<file path="config.mk">
export PLATFORM = sky130hd
export DESIGN_NAME = bin2bcd_seq_flat
export DESIGN_NICKNAME = d
export VERILOG_FILES = /design/src/rtl/bin2bcd_seq_if.sv /design/src/rtl/bin2bcd_seq.sv /design/src/flat_wrapper.sv
export SDC_FILE = /design/constraint.sdc
export NUM_CORES = 1
export LEC_CHECK = 0
export BUFFER_PORTS_ARGS = -buffer_cell sky130_fd_sc_hd__buf_2
export CORE_MARGIN = 2
export CORE_UTILIZATION = 43
export DETAILED_ROUTE_END_ITERATION = 10
export HOLD_SLACK_MARGIN = 0.12
export PLACE_DENSITY_LB_ADDON = 0.1
export SLEW_MARGIN = 20
export SYNTH_ARGS = -nofsm -noshare
export SYNTH_HDL_FRONTEND = slang
export SYNTH_SLANG_ARGS = --single-unit
</file>
<file path="constraint.sdc">
create_clock -name clock -period 2.21 [get_ports clock]
set_clock_uncertainty 0.1 [all_clocks]
set_input_delay 0.1105 -clock clock [delete_from_list [all_inputs] [get_ports clock]]
set_output_delay 0.1105 -clock clock [all_outputs]
set_load 0.02 [all_outputs]
</file>
<file path="src/rtl/bin2bcd_seq_if.sv">
// Handshake/result bundle between the CDC read side, the BCD converter
// and the 7-segment display manager.
interface bin2bcd_seq_if;
  logic        din_valid;
  logic [15:0] din;
  logic [1:0]  tag_in;
  logic        busy;
  logic        dout_valid;
  logic [19:0] bcd;
  logic [2:0]  ndigits;
  logic [1:0]  tag_out;
  logic        overrun;

  modport master (
    output din_valid, din, tag_in,
    input  busy, dout_valid, bcd, ndigits, tag_out, overrun
  );

  modport slave (
    input  din_valid, din, tag_in,
    output busy, dout_valid, bcd, ndigits, tag_out, overrun
  );
endinterface

</file>
<file path="src/rtl/bin2bcd_seq.sv">
// Sequential 16-bit binary to 5-digit packed BCD converter.
// The double-dabble engine processes one input bit per cycle. Each result
// carries a significant-digit count for leading-zero blanking and the
// generator-mode tag that arrived with the word.
module bin2bcd_seq (
  input  logic          clock,
  input  logic          reset,
  bin2bcd_seq_if.slave  bus
);

  typedef enum logic [1:0] {IDLE, SHIFT, DONE} state_t;

  state_t      state;
  logic [15:0] shreg;
  logic [19:0] scratch;
  logic [19:0] scratch_adj;
  logic [4:0]  bit_cnt;
  logic [1:0]  tag_q;
  logic [2:0]  nd_next;

  logic        busy_r;
  logic        dout_valid_r;
  logic [19:0] bcd_r;
  logic [2:0]  ndigits_r;
  logic [1:0]  tag_out_r;
  logic        overrun_r;

  // Add 3 to every nibble that is 5 or more, all nibbles in parallel
  always_comb begin
    scratch_adj = scratch;
    for (int unsigned i = 0; i < 5; i++) begin
      if (scratch[4*i +: 4] >= 4'd5)
        scratch_adj[4*i +: 4] = scratch[4*i +: 4] + 4'd3;
    end
  end

  // Significant digits: 1 + index of the highest nonzero nibble, minimum 1
  always_comb begin
    nd_next = 3'd1;
    for (int unsigned i = 1; i < 5; i++) begin
      if (scratch[4*i +: 4] != 4'd0)
        nd_next = 3'(i + 1);
    end
  end

  // Control FSM, conversion datapath and registered outputs
  always_ff @(posedge clock) begin
    if (reset) begin
      state        <= IDLE;
      shreg        <= '0;
      scratch      <= '0;
      bit_cnt      <= '0;
      tag_q        <= '0;
      busy_r       <= 1'b0;
      dout_valid_r <= 1'b0;
      bcd_r        <= '0;
      ndigits_r    <= 3'd1;
      tag_out_r    <= '0;
      overrun_r    <= 1'b0;
    end else begin
      dout_valid_r <= 1'b0;
      case (state)
        IDLE: begin
          if (bus.din_valid) begin
            shreg   <= bus.din;
            tag_q   <= bus.tag_in;
            scratch <= '0;
            bit_cnt <= '0;
            busy_r  <= 1'b1;
            state   <= SHIFT;
          end
        end
        SHIFT: begin
          if (bus.din_valid)
            overrun_r <= 1'b1;
          scratch <= {scratch_adj[18:0], shreg[15]};
          shreg   <= {shreg[14:0], 1'b0};
          bit_cnt <= bit_cnt + 5'd1;
          if (bit_cnt == 5'd15)
            state <= DONE;
        end
        DONE: begin
          if (bus.din_valid)
            overrun_r <= 1'b1;
          bcd_r        <= scratch;
          ndigits_r    <= nd_next;
          tag_out_r    <= tag_q;
          dout_valid_r <= 1'b1;
          busy_r       <= 1'b0;
          state        <= IDLE;
        end
        default: begin
          busy_r <= 1'b0;
          state  <= IDLE;
        end
      endcase
    end
  end

  assign bus.busy       = busy_r;
  assign bus.dout_valid = dout_valid_r;
  assign bus.bcd        = bcd_r;
  assign bus.ndigits    = ndigits_r;
  assign bus.tag_out    = tag_out_r;
  assign bus.overrun    = overrun_r;

endmodule

</file>
<file path="src/flat_wrapper.sv">
// flat-port wrapper written by rule: the top's interface ports become plain ports
module bin2bcd_seq_flat 
  (clock, reset, bus_din_valid, bus_din, bus_tag_in, bus_busy, bus_dout_valid, bus_bcd, bus_ndigits, bus_tag_out, bus_overrun);
  bin2bcd_seq_if bus_i ();
  input  logic clock;
  input  logic reset;
  input wire logic [$bits(bus_i.din_valid)-1:0] bus_din_valid;
  input wire logic [$bits(bus_i.din)-1:0] bus_din;
  input wire logic [$bits(bus_i.tag_in)-1:0] bus_tag_in;
  output wire logic [$bits(bus_i.busy)-1:0] bus_busy;
  output wire logic [$bits(bus_i.dout_valid)-1:0] bus_dout_valid;
  output wire logic [$bits(bus_i.bcd)-1:0] bus_bcd;
  output wire logic [$bits(bus_i.ndigits)-1:0] bus_ndigits;
  output wire logic [$bits(bus_i.tag_out)-1:0] bus_tag_out;
  output wire logic [$bits(bus_i.overrun)-1:0] bus_overrun;
  assign bus_i.din_valid = bus_din_valid;
  assign bus_i.din = bus_din;
  assign bus_i.tag_in = bus_tag_in;
  assign bus_busy = bus_i.busy;
  assign bus_dout_valid = bus_i.dout_valid;
  assign bus_bcd = bus_i.bcd;
  assign bus_ndigits = bus_i.ndigits;
  assign bus_tag_out = bus_i.tag_out;
  assign bus_overrun = bus_i.overrun;
  bin2bcd_seq u_core (.clock(clock), .reset(reset), .bus(bus_i));
endmodule
</file>
### Word level (Yosys, flattened, before mapping)

Cells that the tools add are included.

| storage, ports and cells | value |
|---|---|
| bits in registers | 73 |
| bits of input ports | 21 |
| output and inout bits | 28 |
| logic and storage cells | 61 |

| cells by class | value |
|---|---|
| add/sub/neg operators | 6 |
| $lt $le $gt $ge | 5 |
| eq/ne operators | 5 |
| mux-type cells | 21 |
| bitwise logic cells | 1 |
| reduce and logical (&&, ||, !) cells | 12 |

Operators by type and width:

| kind | number |
|---|---|
| one-hot mux 20 bit (2 select lines) | 1 |
| one-hot mux 16 bit (2 select lines) | 1 |
| >= comparator 4 x 3 -> 1 bit (second input constant) | 5 |
| two-way mux 20 bit | 1 |
| adder 4 x 2 -> 4 bit (second input constant) | 4 |
| two-way mux 16 bit | 1 |
| two-way mux 4 bit | 4 |
| nonzero test 4 bit | 4 |
| one-hot mux 5 bit (2 select lines) | 1 |
| AND reduction 2 bit | 5 |
| two-way mux 3 bit | 3 |
| two-way mux 2 bit | 4 |
| adder 5 x 1 -> 5 bit (second input constant) | 1 |
| == test 5 x 4 -> 1 bit (second input constant) | 1 |
| two-way mux 5 bit | 1 |
| one-hot mux 2 bit (2 select lines) | 1 |
| adder 3 x 2 -> 3 bit (second input constant) | 1 |
| == test 2 x 1 -> 1 bit (second input constant) | 1 |
| == test 2 bit (second input constant) | 1 |
| logical NOT 2 bit | 1 |
| two-way mux 1 bit | 2 |
| inequality test 2 x 1 -> 1 bit (second input constant) | 1 |
| inequality test 2 bit (second input constant) | 1 |
| one-hot mux 1 bit (2 select lines) | 1 |
| 3 further kinds | 3 |

### Longest topological paths before layout

| logic depth | value |
|---|---|
| depth after elaboration | 5 |
| gate-level depth with buffers | 8 |
| mapped depth without buffers | 6 |

### Least setup slack after synthesis

Ideal clock, no wire load.

| timing | value |
|---|---|
| path kind | flip-flop to flip-flop |
| start point | reg u_core.state[0] |
| end point | reg u_core.scratch[16] |
| setup time | 0.084 ns |
| data arrival time | 1.517 ns |
| required time | 2.026 ns |
| setup slack | 0.509 ns |
| cell stages (with the launch flop) | 8 |
| path buffers | 2 |
| period minus slack after synthesis | 1.701 ns |
| path through | dfxtp_1 -> inv_1 -> ha_1 -> nor2b_1 -> buf_6 -> or3_1 -> buf_2 -> o31ai_2 |

| between the ends | value |
|---|---|
| cells in the longest elaborated chain, start to end | 3 |
| elaborated cells between the ends (all ways) | 6 |
| classes of those cells | eq/ne (2); mux (1); reduce/logical (3) |

Ends and longest elaborated chain:

| what | line | text |
|---|---|---|
| start: declaration | bin2bcd_seq.sv:13 | `state_t state;` |
| start signal: assignment | bin2bcd_seq.sv:49 | `state <= IDLE;` |
| start signal: assignment | bin2bcd_seq.sv:70 | `state <= SHIFT;` |
| start signal: assignment | bin2bcd_seq.sv:80 | `state <= DONE;` |
| == test 2 x 1 -> 1 bit or logical NOT 2 bit (tied branches) | bin2bcd_seq.sv:62 | `case (state)` |
| nonzero test 2 bit (no line) or inequality test 2 bit (tied branches) | -- |  |
| AND reduction 2 bit (no line) | -- |  |
| end signal: assignment | bin2bcd_seq.sv:76 | `scratch <= {scratch_adj[18:0], shreg[15]};` |
| end: declaration | bin2bcd_seq.sv:15 | `logic [19:0] scratch;` |

Several ways; a longest one is shown, not always the timed one.
A chain may end at the register's enable or synchronous reset.

### Worst setup path after layout

| timing | value |
|---|---|
| start point | reg u_core.state[0] |
| end point | reg u_core.scratch[8] |

The elaborated chain is that of the path after synthesis.

==> metrics <==
status finished clean; Num CTS Buffers 9; post-synth net total 390; Area Overhead vs Synth 23.23%; Worst setup SP type flop; Die Wd 91.63 um; prevailing post-synth register cell dfxtp_1; IO Port Bufs 48; Slew Limit Headroom 57.84%; via count between 2k and 3k; chip height 91.63 um; Syn Area/Cell 9.354 sq um; sequential area share after synthesis ~44%; leading cell type in the layout, fill and taps excluded dfxtp_1; Post-CTS Hold Buffers 21; post-cts resize count 0; Clock Latency Late Sink 0.35 ns; RSZ-0062 raised after global routing no; GRT met1 Usage 21.78%; Vias/cell 5.176; Post-synth EDFFs 0; TritonCTS clock tree yes; Routed Antenna Nets 0; Peak supply drop around 330 uV; most frequent cells in the layout 73 x dfxtp_1, 55 x nor2_1, 48 x buf_2, 42 x mux2i_1, 21 x dlygate4sd3_1; final cell count without fillers 523; initial core utilization 45.04%; final setup violation count 0; sw frac 25.32%; worst r2r path cells 5; static leakage ~0.0017 uW; Post-CTS Setup Repair Bufs 0; Fillers 700; Cell Pwr Density 702.8 mW/mm^2; first-pass GRT wire length 11,470 um; H-Tree Depth 3; clock slew at reported path FFs 0.08 ns; Unique masters post-synth 38; Core ar. 0.007331 sq mm; initial antenna violation count 0; CP endpoint u_core.scratch[8]$_SDFFE_PP0P_; Clock Sinks 73; Cell Int Power 2136 uW; power share of the combinational group 10.5%; Post-Syn Instances roughly 350; worst min path class input pin to flop; Worst Min Path Start reset; worst setup path start u_core.state[0]$_SDFFE_PP0P_; Starting DRT DRC Count 124; Fmax 498.9 MHz; number of synthesized register bits 73; Placed Area 0.003633 sq mm; Max clock buf depth 2; Reg2Reg Setup Slack 0.21 ns; Ports 49; gr usage total 16.95%; Tightest Pin Transition 0.6268 ns; switching pwr 724.0 uW; met3 Track Usage GR about 5.3%; met2 usage 27.33%; pins over their slew limit 0; Final Hold Viols 0; routed length per placed instance about 13 um; Placer Congestion 0.7165; Reg power frac just under 50%; Clk pwr share between 40% and 50%; HPWL Detailed 4476 um; total of max-cap violations 0; Design Area, Final 0.004069 sq mm; FFs w/ async S/R, synth 0%; layout cells sized above 1 a little under a fifth; TNS Setup 0 ns; largest net degree at the start of global routing 64; grt total ovfl 0; Top Usage Layer GRT met2; synth warn 0; die area 0.008396 sq mm; Placed Cells around 490; DRT Pass-1 Iters 4; WP data arrival 2.16 ns; reg2reg end u_core.scratch[8]$_SDFFE_PP0P_; vias in the first global route about 2.5k; # diodes 0; Critical Path RT 2.37 ns; number of core rows 31; Crit Path Category flop to flop; Tmin final 2.005 ns; Layout Nets 456; start of the worst register-to-register path u_core.state[0]$_SDFFE_PP0P_; Setup crit end kind flop; CTS Root Cell clkbuf_8; DRC Markers 0; final critical-path share of the clock period 90.70%; Max FO, Critical Path 12; Routed WL 6885 um; cell area after synthesis 0.003302 sq mm
## worst min-delay path by stage
stage | to | slack, ns | depth (start not counted)
floorplan | u_core.tag_q[0]$_SDFFE_PP0P_ | 0.16 | 2
global placement | u_core.tag_q[1]$_SDFFE_PP0P_ | 0.27 | 3
detailed placement | u_core.tag_q[1]$_SDFFE_PP0P_ | 0.27 | 3
CTS | u_core.bus.bcd[10]$_SDFFE_PP0P_ | 0.14 | 3
global route | u_core.bus.bcd[10]$_SDFFE_PP0P_ | 0.15 | 3
finish | u_core.bus.bcd[10]$_SDFFE_PP0P_ | 0.13 | 3
## power groups by stage
| stage | clock network [uW] | logic, uW | registers [uW] |
|---|---|---|---|
| floorplan | 0 | 197 | 1410 |
| global placement | 0 | 270 | 1410 |
| detailed placement | 0 | 272 | 1410 |
| CTS | 1210 | 302 | 1380 |
| global route | 1260 | 333 | 1390 |
| finish | 1180 | 300 | 1380 |
## metal layers
| metal | wire, um | vias to the layer above |
|---|---|---|
| met3 | 264 | 7 |
| li1 | - | 1369 |
| met2 | 3215 | 56 |
| met1 | 3332 | 1275 |
| met4 | 73 | 0 |
| met5 | 0 | - |
## critical path, cell delays in order (launching register included)
cell	delay, ns
dfxtp_1	0.36
inv_1	0.07
ha_1	0.35
nor2b_1	0.23
or3_1	0.51
o31ai_2	0.29
## synthesized netlist by cell type, types with 2 or more instances
master    number  share of area [%]
a211oi_1      17                3.9
a21oi_1       18                2.7
a22o_1         5                1.3
a22oi_1        2               0.45
a32oi_1        4                1.1
buf_1          2               0.23
buf_2         12                1.8
clkbuf_1       7               0.80
dfxtp_1       73                 44
ha_1          16                6.1
inv_1         16                1.8
mux2i_1       42                 13
nand2_1       16                1.8
nand2b_1      11                2.1
nand3_1        6               0.91
nor2_1        55                6.3
nor2b_1        2               0.38
nor3_1         6               0.91
o21ai_0       11                1.7
o31ai_2        4                1.5
o41ai_1        4                1.1
xnor2_1        5                1.3
xor2_1         4                1.1
## stage by stage
step / util, % / setup WS (ns) / hold slack (ns) / total power (uW)
2_1_floorplan: - / 0.5086 / 0.1580 / 1608
3_3_place_gp: 49.56 / 0.2545 / 0.2729 / 1681
3_5_place_dp: 49.56 / 0.2352 / 0.2750 / 1685
4_1_cts: 55.50 / 0.1953 / 0.1378 / 2891
5_1_grt: 55.50 / 0.01422 / 0.1456 / 2983
6_report: 55.50 / 0.2055 / 0.1271 / 2860
## state kept, by name, indices dropped and copies added (netlist names), 2 cells and up
signal / flops
u_core.shreg: 16
u_core.scratch: 20
u_core.tag_q: 2
u_core.bus.ndigits: 3
u_core.state: 2
u_core.bus.bcd: 20
u_core.bus.tag_out: 2
u_core.bit_cnt: 5
## kinds of logic after synthesis
family                     after synthesis  share of synthesized area [%]
DFF                                     73                          44.26
adders and majority gates               16                          6.063
and+or+nand+nor                        101                          13.45
xor gates and xnor gates                 9                          2.387
muxes                                   43                          13.07
AOI/OAI and AO/OA                       72                          15.54
buffers and inverters                   39                          5.230
## layout make-up
type                       instances  area (sq um)  area share (%)
clock buffer                       9         123.9           3.044
clock inverter                     7         101.3           2.491
inverter                          16         60.06           1.476
multi-input combinational        241          1668           40.99
sequential                        73          1461           35.92
tap                               99         123.9           3.044
timing repair buffer              78         530.5           13.04
(Power assumes the default switching activity.)
